**src/rtl/prog_run_if.sv**
```systemverilog
// rtl/prog_run_if.sv - run controller handshake and PC control bundle
interface prog_run_if #(
    parameter int PC_W  = 10,
    parameter int CNT_W = 16
);
    logic             start;
    logic [1:0]       prog_sel;
    logic             halt;
    logic             stall_req;
    logic             count_en;
    logic             pc_load;
    logic [PC_W-1:0]  pc_target;
    logic             ack;
    logic             timeout;
    logic [CNT_W-1:0] cycle_count;

    modport master (
        output start, prog_sel, halt, stall_req,
        input  count_en, pc_load, pc_target, ack, timeout, cycle_count
    );

    modport slave (
        input  start, prog_sel, halt, stall_req,
        output count_en, pc_load, pc_target, ack, timeout, cycle_count
    );
endinterface

```
**src/rtl/prog_run_ctrl.sv**
```systemverilog
// rtl/prog_run_ctrl.sv - start/load/run/halt/done sequencer with cycle counter and watchdog
module prog_run_ctrl #(
    parameter int              PC_W    = 10,
    parameter int              CNT_W   = 16,
    parameter int              TIMEOUT = 4096,
    parameter logic [PC_W-1:0] BASE0   = PC_W'(0),
    parameter logic [PC_W-1:0] BASE1   = PC_W'(256),
    parameter logic [PC_W-1:0] BASE2   = PC_W'(512),
    parameter logic [PC_W-1:0] BASE3   = PC_W'(768)
) (
    input  logic         clk_i,
    input  logic         rst_i,
    prog_run_if.slave    bus
);
    typedef enum logic [2:0] {
        S_IDLE,
        S_ARMED,
        S_LOAD,
        S_RUN,
        S_DONE
    } state_t;

    localparam logic [CNT_W-1:0] WDOG_LAST = CNT_W'(TIMEOUT - 1);

    state_t           state_q, state_d;
    logic [1:0]       sel_q, sel_d;
    logic             pc_load_q, pc_load_d;
    logic [PC_W-1:0]  pc_target_q, pc_target_d;
    logic             ack_q, ack_d;
    logic             timeout_q, timeout_d;
    logic [CNT_W-1:0] cycle_count_q, cycle_count_d;

    function automatic logic [PC_W-1:0] base_addr(input logic [1:0] s);
        case (s)
            2'd0:    return BASE0;
            2'd1:    return BASE1;
            2'd2:    return BASE2;
            default: return BASE3;
        endcase
    endfunction

    always_ff @(posedge clk_i) begin
        if (rst_i) begin
            state_q       <= S_IDLE;
            sel_q         <= 2'd0;
            pc_load_q     <= 1'b0;
            pc_target_q   <= '0;
            ack_q         <= 1'b0;
            timeout_q     <= 1'b0;
            cycle_count_q <= '0;
        end else begin
            state_q       <= state_d;
            sel_q         <= sel_d;
            pc_load_q     <= pc_load_d;
            pc_target_q   <= pc_target_d;
            ack_q         <= ack_d;
            timeout_q     <= timeout_d;
            cycle_count_q <= cycle_count_d;
        end
    end

    always_comb begin
        state_d       = state_q;
        sel_d         = sel_q;
        pc_load_d     = 1'b0;
        pc_target_d   = pc_target_q;
        ack_d         = ack_q;
        timeout_d     = timeout_q;
        cycle_count_d = cycle_count_q;

        case (state_q)
            S_IDLE: begin
                if (bus.start) begin
                    state_d = S_ARMED;
                end
            end
            S_ARMED: begin
                if (bus.start) begin
                    sel_d = bus.prog_sel;
                end else begin
                    state_d       = S_LOAD;
                    pc_load_d     = 1'b1;
                    pc_target_d   = base_addr(sel_q);
                    cycle_count_d = '0;
                    ack_d         = 1'b0;
                    timeout_d     = 1'b0;
                end
            end
            S_LOAD: begin
                state_d = S_RUN;
            end
            S_RUN: begin
                // Abort outranks halt and watchdog; an aborted cycle is not counted.
                if (bus.start) begin
                    state_d = S_ARMED;
                end else begin
                    cycle_count_d = cycle_count_q + 1'b1;
                    if (bus.halt && !bus.stall_req) begin
                        state_d = S_DONE;
                        ack_d   = 1'b1;
                    end else if (cycle_count_q == WDOG_LAST) begin
                        state_d   = S_DONE;
                        ack_d     = 1'b1;
                        timeout_d = 1'b1;
                    end
                end
            end
            S_DONE: begin
                if (bus.start) begin
                    state_d   = S_ARMED;
                    ack_d     = 1'b0;
                    timeout_d = 1'b0;
                end
            end
            default: begin
                state_d = S_IDLE;
            end
        endcase
    end

    // A halt instruction must not let the PC step past itself, hence the Halt term.
    assign bus.count_en    = (state_q == S_RUN) && !bus.stall_req
                             && !(bus.halt && !bus.stall_req);
    assign bus.pc_load     = pc_load_q;
    assign bus.pc_target   = pc_target_q;
    assign bus.ack         = ack_q;
    assign bus.timeout     = timeout_q;
    assign bus.cycle_count = cycle_count_q;
endmodule
```
**src/flat_wrapper.sv**
```systemverilog
// flat-port wrapper written by rule: the top's interface ports become plain ports
module prog_run_ctrl_flat 
#(
    parameter int              PC_W    = 10,
    parameter int              CNT_W   = 16,
    parameter int              TIMEOUT = 4096,
    parameter logic [PC_W-1:0] BASE0   = PC_W'(0),
    parameter logic [PC_W-1:0] BASE1   = PC_W'(256),
    parameter logic [PC_W-1:0] BASE2   = PC_W'(512),
    parameter logic [PC_W-1:0] BASE3   = PC_W'(768)
)
  (clk_i, rst_i, bus_start, bus_prog_sel, bus_halt, bus_stall_req, bus_count_en, bus_pc_load, bus_pc_target, bus_ack, bus_timeout, bus_cycle_count);
  prog_run_if #(.PC_W(PC_W), .CNT_W(CNT_W)) bus_i ();
  input  logic clk_i;
  input  logic rst_i;
  input wire logic [$bits(bus_i.start)-1:0] bus_start;
  input wire logic [$bits(bus_i.prog_sel)-1:0] bus_prog_sel;
  input wire logic [$bits(bus_i.halt)-1:0] bus_halt;
  input wire logic [$bits(bus_i.stall_req)-1:0] bus_stall_req;
  output wire logic [$bits(bus_i.count_en)-1:0] bus_count_en;
  output wire logic [$bits(bus_i.pc_load)-1:0] bus_pc_load;
  output wire logic [$bits(bus_i.pc_target)-1:0] bus_pc_target;
  output wire logic [$bits(bus_i.ack)-1:0] bus_ack;
  output wire logic [$bits(bus_i.timeout)-1:0] bus_timeout;
  output wire logic [$bits(bus_i.cycle_count)-1:0] bus_cycle_count;
  assign bus_i.start = bus_start;
  assign bus_i.prog_sel = bus_prog_sel;
  assign bus_i.halt = bus_halt;
  assign bus_i.stall_req = bus_stall_req;
  assign bus_count_en = bus_i.count_en;
  assign bus_pc_load = bus_i.pc_load;
  assign bus_pc_target = bus_i.pc_target;
  assign bus_ack = bus_i.ack;
  assign bus_timeout = bus_i.timeout;
  assign bus_cycle_count = bus_i.cycle_count;
  prog_run_ctrl #(.PC_W(PC_W), .CNT_W(CNT_W), .TIMEOUT(TIMEOUT), .BASE0(BASE0), .BASE1(BASE1), .BASE2(BASE2), .BASE3(BASE3)) u_core (.clk_i(clk_i), .rst_i(rst_i), .bus(bus_i));
endmodule
```
**config.mk**
```make
export PLATFORM = sky130hd
export DESIGN_NAME = prog_run_ctrl_flat
export DESIGN_NICKNAME = d
export VERILOG_FILES = /design/src/rtl/prog_run_if.sv /design/src/rtl/prog_run_ctrl.sv /design/src/flat_wrapper.sv
export SDC_FILE = /design/constraint.sdc
export NUM_CORES = 1
export LEC_CHECK = 0
export ABC_CLOCK_PERIOD_IN_PS = 1850
export CORE_UTILIZATION = 35
export CTS_CLUSTER_SIZE = 40
export DETAILED_ROUTE_END_ITERATION = 7
export GPL_ROUTABILITY_DRIVEN = 0
export PLACE_DENSITY_LB_ADDON = 0.08
export SLEW_MARGIN = 20
export SYNTH_ARGS = -nofsm -noshare
export SYNTH_HDL_FRONTEND = slang
export SYNTH_SLANG_ARGS = --single-unit
```
**constraint.sdc**
```tcl
create_clock -name clk_i -period 1.85 [get_ports clk_i]
set_input_delay 0.185 -clock clk_i [delete_from_list [all_inputs] [get_ports clk_i]]
set_output_delay 0.185 -clock clk_i [all_outputs]
set_load 0.05 [all_outputs]
```
* Word-level counts from Yosys, hierarchy flattened *
Index checks and enable logic that the tools add are counted.

storage, ports and cells
  flip-flop bits (word level) = 34
  bits in read-only memories = 0
  latch bits = 0
  output and inout port bits = 30
  input bits = 7
  memories = 0
  logic and storage cells = 62
  memory bits (writable) = 0

operators by class
  divide/modulo/power cells = 0
  bitwise gates (word level) = 2
  multiplexer cells = 20
  multiply operators = 0
  order comparisons = 0
  shifts and indexed selects = 0
  equal/unequal tests = 15
  reduce and logical (&&, ||, !) cells = 17
  $add $sub $neg = 1

operator list
  cell                   number
  $mux 16                2
  $pmux 16 s2            1
  $pmux 10 s3            1
  $add 16x1->16 const B  1
  $eq 16x12->1 const B   1
  $mux 3                 5
  $pmux 3 s4             1
  $mux 1                 8
  $ne 2x2->1 const B     4
  $eq 3x2->1 const B     2
  $pmux 1 s3             2
  $reduce_and 3->1       2
  $reduce_and 6->1       1
  $reduce_and 5->1       1
  $ne 2x1->1 const B     2
  $ne 4x2->1 const B     1
  $reduce_and 2->1       2
  $reduce_or 2->1        2
  $eq 3x1->1 const B     1
  $eq 3x3->1 const B     1
  $logic_and 1x1->1      3
  $logic_not 3->1        1
  $ne 3x1->1 const B     1
  $reduce_bool 3->1      1
  6 further kinds        8

* Longest topological paths before layout *
  word-level depth = 5
  gate-level depth with buffers = 6
  mapped depth without buffers = 5

* Worst setup path before layout *
OpenSTA, ideal clock, no wires.

  kind = flip-flop to flip-flop
  start point = register u_core.cycle_count_q[0], in the netlist u_core.bus.cycle_count[0]
  end point = register u_core.cycle_count_q[13], in the netlist u_core.bus.cycle_count[13]
  path buffers = 1
  slack = -100 ps
  setup time = 60 ps
  cell stages (with the launch flop) = 6
  arrival = 1890 ps
  path through = dfxtp_1 and4_1 clkbuf_1 nand4_1 or4_1 nand2_1

between the ends
  word-level cells in the longest chain between the ends = 3

ends and longest elaborated chain
  what                    line                 text
  start, declared         prog_run_ctrl.sv:31  logic [CNT_W-1:0] cycle_count_q, cycle_count_d;
  start signal, assigned  prog_run_ctrl.sv:58  cycle_count_q <= cycle_count_d;
  $add 16x1->16           prog_run_ctrl.sv:97  cycle_count_d = cycle_count_q + 1'b1;
  $mux 16                 prog_run_ctrl.sv:94  if (bus.start) begin
  $pmux 16 s2             prog_run_ctrl.sv:71  case (state_q)

Every way passes these cells. The select of a mux whose other input is x is not followed.
A chain may end at the register's enable or synchronous reset.

* Worst setup path after layout *
  start point = register u_core.cycle_count_q[15], in the netlist u_core.bus.cycle_count[15]
  end point = register u_core.ack_q, in the netlist u_core.bus.ack

between the ends
  word-level cells in the longest chain between the ends = 3

ends and longest elaborated chain
  what                        line                  text
  $eq 16x12->1                prog_run_ctrl.sv:101  end else if (cycle_count_q == WDOG_LAST) begin
  $ne 3x1->1 (no line)        --
  $reduce_and 5->1 (no line)  --
  end signal, assigned        prog_run_ctrl.sv:56   ack_q <= ack_d;
  end, declared               prog_run_ctrl.sv:29   logic ack_q, ack_d;

Every way passes these cells.

==> impl_metrics.ini <==
[worst_hold_path]
min_to = u_core.bus.timeout
hold_path_startpoint = u_core.bus.timeout
hold_path_class = flip-flop to flip-flop
hold_depth = 1

[clock_tree]
cts_tree = done
clkLatencyLatePin_ps = 270
path_clk_slew_ps = 90
cts_root_buf = clkbuf_8
numCtsBuffers = 3
htreeDepth = 1
cts.sinks = 26
cts_max_path_buffers = 2

[floorplan]
die_w_um = 63.3
std_cell_rows = 21
die-area_um2 = 4010
die_y_um = 63.3
io_pins = 37
coreArea_um2 = 3470
start_util_pct = 37.9

[yosys]
synth.distinct_cells = 39
ys_seq_area_share_pct = 39.6
synth-edff-count = 0
synthArstFlopShare_pct = 0
yosys_register_bits = 26
syn_area_um2 = 1320
yosysWarnings = 0
synthCells = 154
postSynthAreaPerCell_um2 = 8.54
ys.flop_type = dfxtp_1

[critical_path]
regToRegStartpoint = u_core.bus.cycle_count[15]
cp_slowest_cell = or4_4
cp_top_family = simple AND/OR/NAND/NOR gates
cp_max_fo = 5
worst_setup_path_start_kind = flip-flop
r2r_end = u_core.bus.ack
cp_data_required_time_ps = 2070
path_class = flip-flop to flip-flop
cp.arrival_ps = 2010
critPathBufInv = 0
worst-r2r-setup-slack_ps = 60
r2r_cells = 4
crit_chain = or4_1 -> or4_4 -> a21oi_1 -> o21a_1
crit_path_max_incr_delay_ps = 600
crit_path_end_kind = flip-flop

[global_routing]
grt_max_degree = 15
overflow = 0
grt_pass1_vias = 1233
grt_pass1_wl_um = 5580
grt_use_total_pct = 17.3
grt_antenna_before_repair = 0

[route]
routed_wl_um = 3040
avgRoutedWirePerCell_um = 12.6
first_iter_violations = 58
drc_errors = 0
vias = 1261
ant_nets = 0
drtPass1Iterations = 4
vias_per_cell = 5.23

[run]
drv_cap = 0

[timing]
fin_hold_ws_ps = 476
skew_ps = 1.98
hold_viol_final = 0
drv_slew = 0
min_period_over_period_pct = 96.8
layout_setup_ws_ps = 58.5
worst_pin_slew_ps = 505
fmax_ghz = 0.558
slew_headroom_pct = 66.2
post-route-min-period_ps = 1790
setup_violations = 0
rsz0062_at_grt = yes

[cells_and_area]
mostFrequentLayoutCells = 27 x clkdlybuf4s50_1, 18 x dfxtp_1, 17 x buf_4
layout_commonest_cell = clkdlybuf4s50_1
syn_to_final_growth_pct = 36.9
layout-drive-gt1-share_pct = 20.5
fillerInstances = 350
antenna_cells = 0
nNetsFinal = 204
final_area_um2 = 1800

[place]
dp_hpwl_um = 2320
portBuffers = 28
place_area_um2 = 1730
preCtsSetupSlack_ps = -28.1

[status]
status = complete, no violations

[pwr]
ir_drop_mv = 0.279
power.density_nw_per_um2 = 609
leakagePower_nw = 0.658
[cells by family after synthesis]
group	count (synthesis)	synth area share, %
buf+inv	18	7.99
simple gates	68	31.0
mux	2	1.52
xor+xnor	6	4.00
compound gates	32	14.7
flops	26	39.6
other cells	1	0.285
fa+ha+maj	1	0.951
[registers in the layout, summed over array words and instances (netlist names)]
| name | cells |
|---|---|
| u_core.bus.pc_target | 2 |
| u_core.state_q | 3 |
| u_core.bus.ack | 1 |
| u_core.sel_q | 2 |
| u_core.bus.pc_load | 1 |
| u_core.bus.cycle_count | 16 |
| u_core.bus.timeout | 1 |
[power by group]
part / internal, W / total, W / leakage, nW / switching [W]
combinational: 0.0000542 / 0.000149 / 0.415 / 0.0000950
sequential: 0.000568 / 0.000579 / 0.214 / 0.0000103
clock: 0.000190 / 0.000368 / 0.0288 / 0.000178
total: 0.000813 / 0.00110 / 0.658 / 0.000283
[area by class of cell]
class,instances,area (um2),share of cell area [%]
Sequential cell,26,531,29.5
Multi-Input combinational cell,117,728,40.4
Clock buffer,4,55.1,3.06
Tap cell,46,57.6,3.20
Timing Repair Buffer,45,418,23.2
Inverter,3,11.3,0.625
[cell usage after synthesis (all sizes together) (2+ instances only)]
cell	number	area, um2
nor3	3	15.0
mux2i	2	20.0
xor2	3	26.3
buf	12	82.6
and3	3	18.8
or2	2	12.5
xnor2	3	26.3
nand3	5	25.0
inv	3	11.3
clkbuf	3	11.3
nor3b	3	38.8
dfxtp	26	521
nand4	5	31.3
a311oi	2	17.5
and4	2	17.5
a22o	2	17.5
o21ai	8	40.0
or4	5	41.3
nor2	16	60.1
a21oi	13	65.1
nand4b	2	17.5
or3b	2	17.5
o211ai	2	15.0
o21a	3	22.5
nor4	3	18.8
nand2	10	37.5
nand3b	3	22.5
[through the flow]
stage	utilization (%)	total power [W]	setup TNS [ps]	cells
2_1_floorplan	-	0.000702	-11.5	161
3_3_place_gp	49.9	0.000738	0	236
3_5_place_dp	49.9	0.000740	-33.9	236
4_1_cts	51.4	0.00111	0	240
5_1_grt	51.9	0.00115	-18.9	241
6_report	51.9	0.00110	0	241
[repair_timing]
action	CTS	global route
hold buffers	0	0
setup endpoints to repair	0	7
setup buffers	0	1
gates resized for setup	0	3
[how the worst max path moves through the flow]
stage | from | slack, ps | to | cells past startpoint
CTS | u_core.bus.cycle_count[15] | 50 | u_core.state_q[1] | 4
finish | u_core.bus.cycle_count[15] | 60 | u_core.bus.ack | 4
floorplan | u_core.bus.cycle_count[4] | -10 | u_core.bus.cycle_count[13] | 4
detailed placement | bus_start | -30 | u_core.bus.cycle_count[13] | 5
global route | u_core.bus.cycle_count[15] | -10 | u_core.state_q[2] | 4
global placement | bus_start | 30 | u_core.bus.cycle_count[13] | 5
[layer usage]
metal	up-vias	share of wire (%)	GRT usage (%)
met5	-	0	0
met2	31	47	27.7
li1	630	-	-
met1	596	48	23.5
met4	0	1.3	6.25
met3	4	3.5	2.36
(Power assumes the default switching activity.)
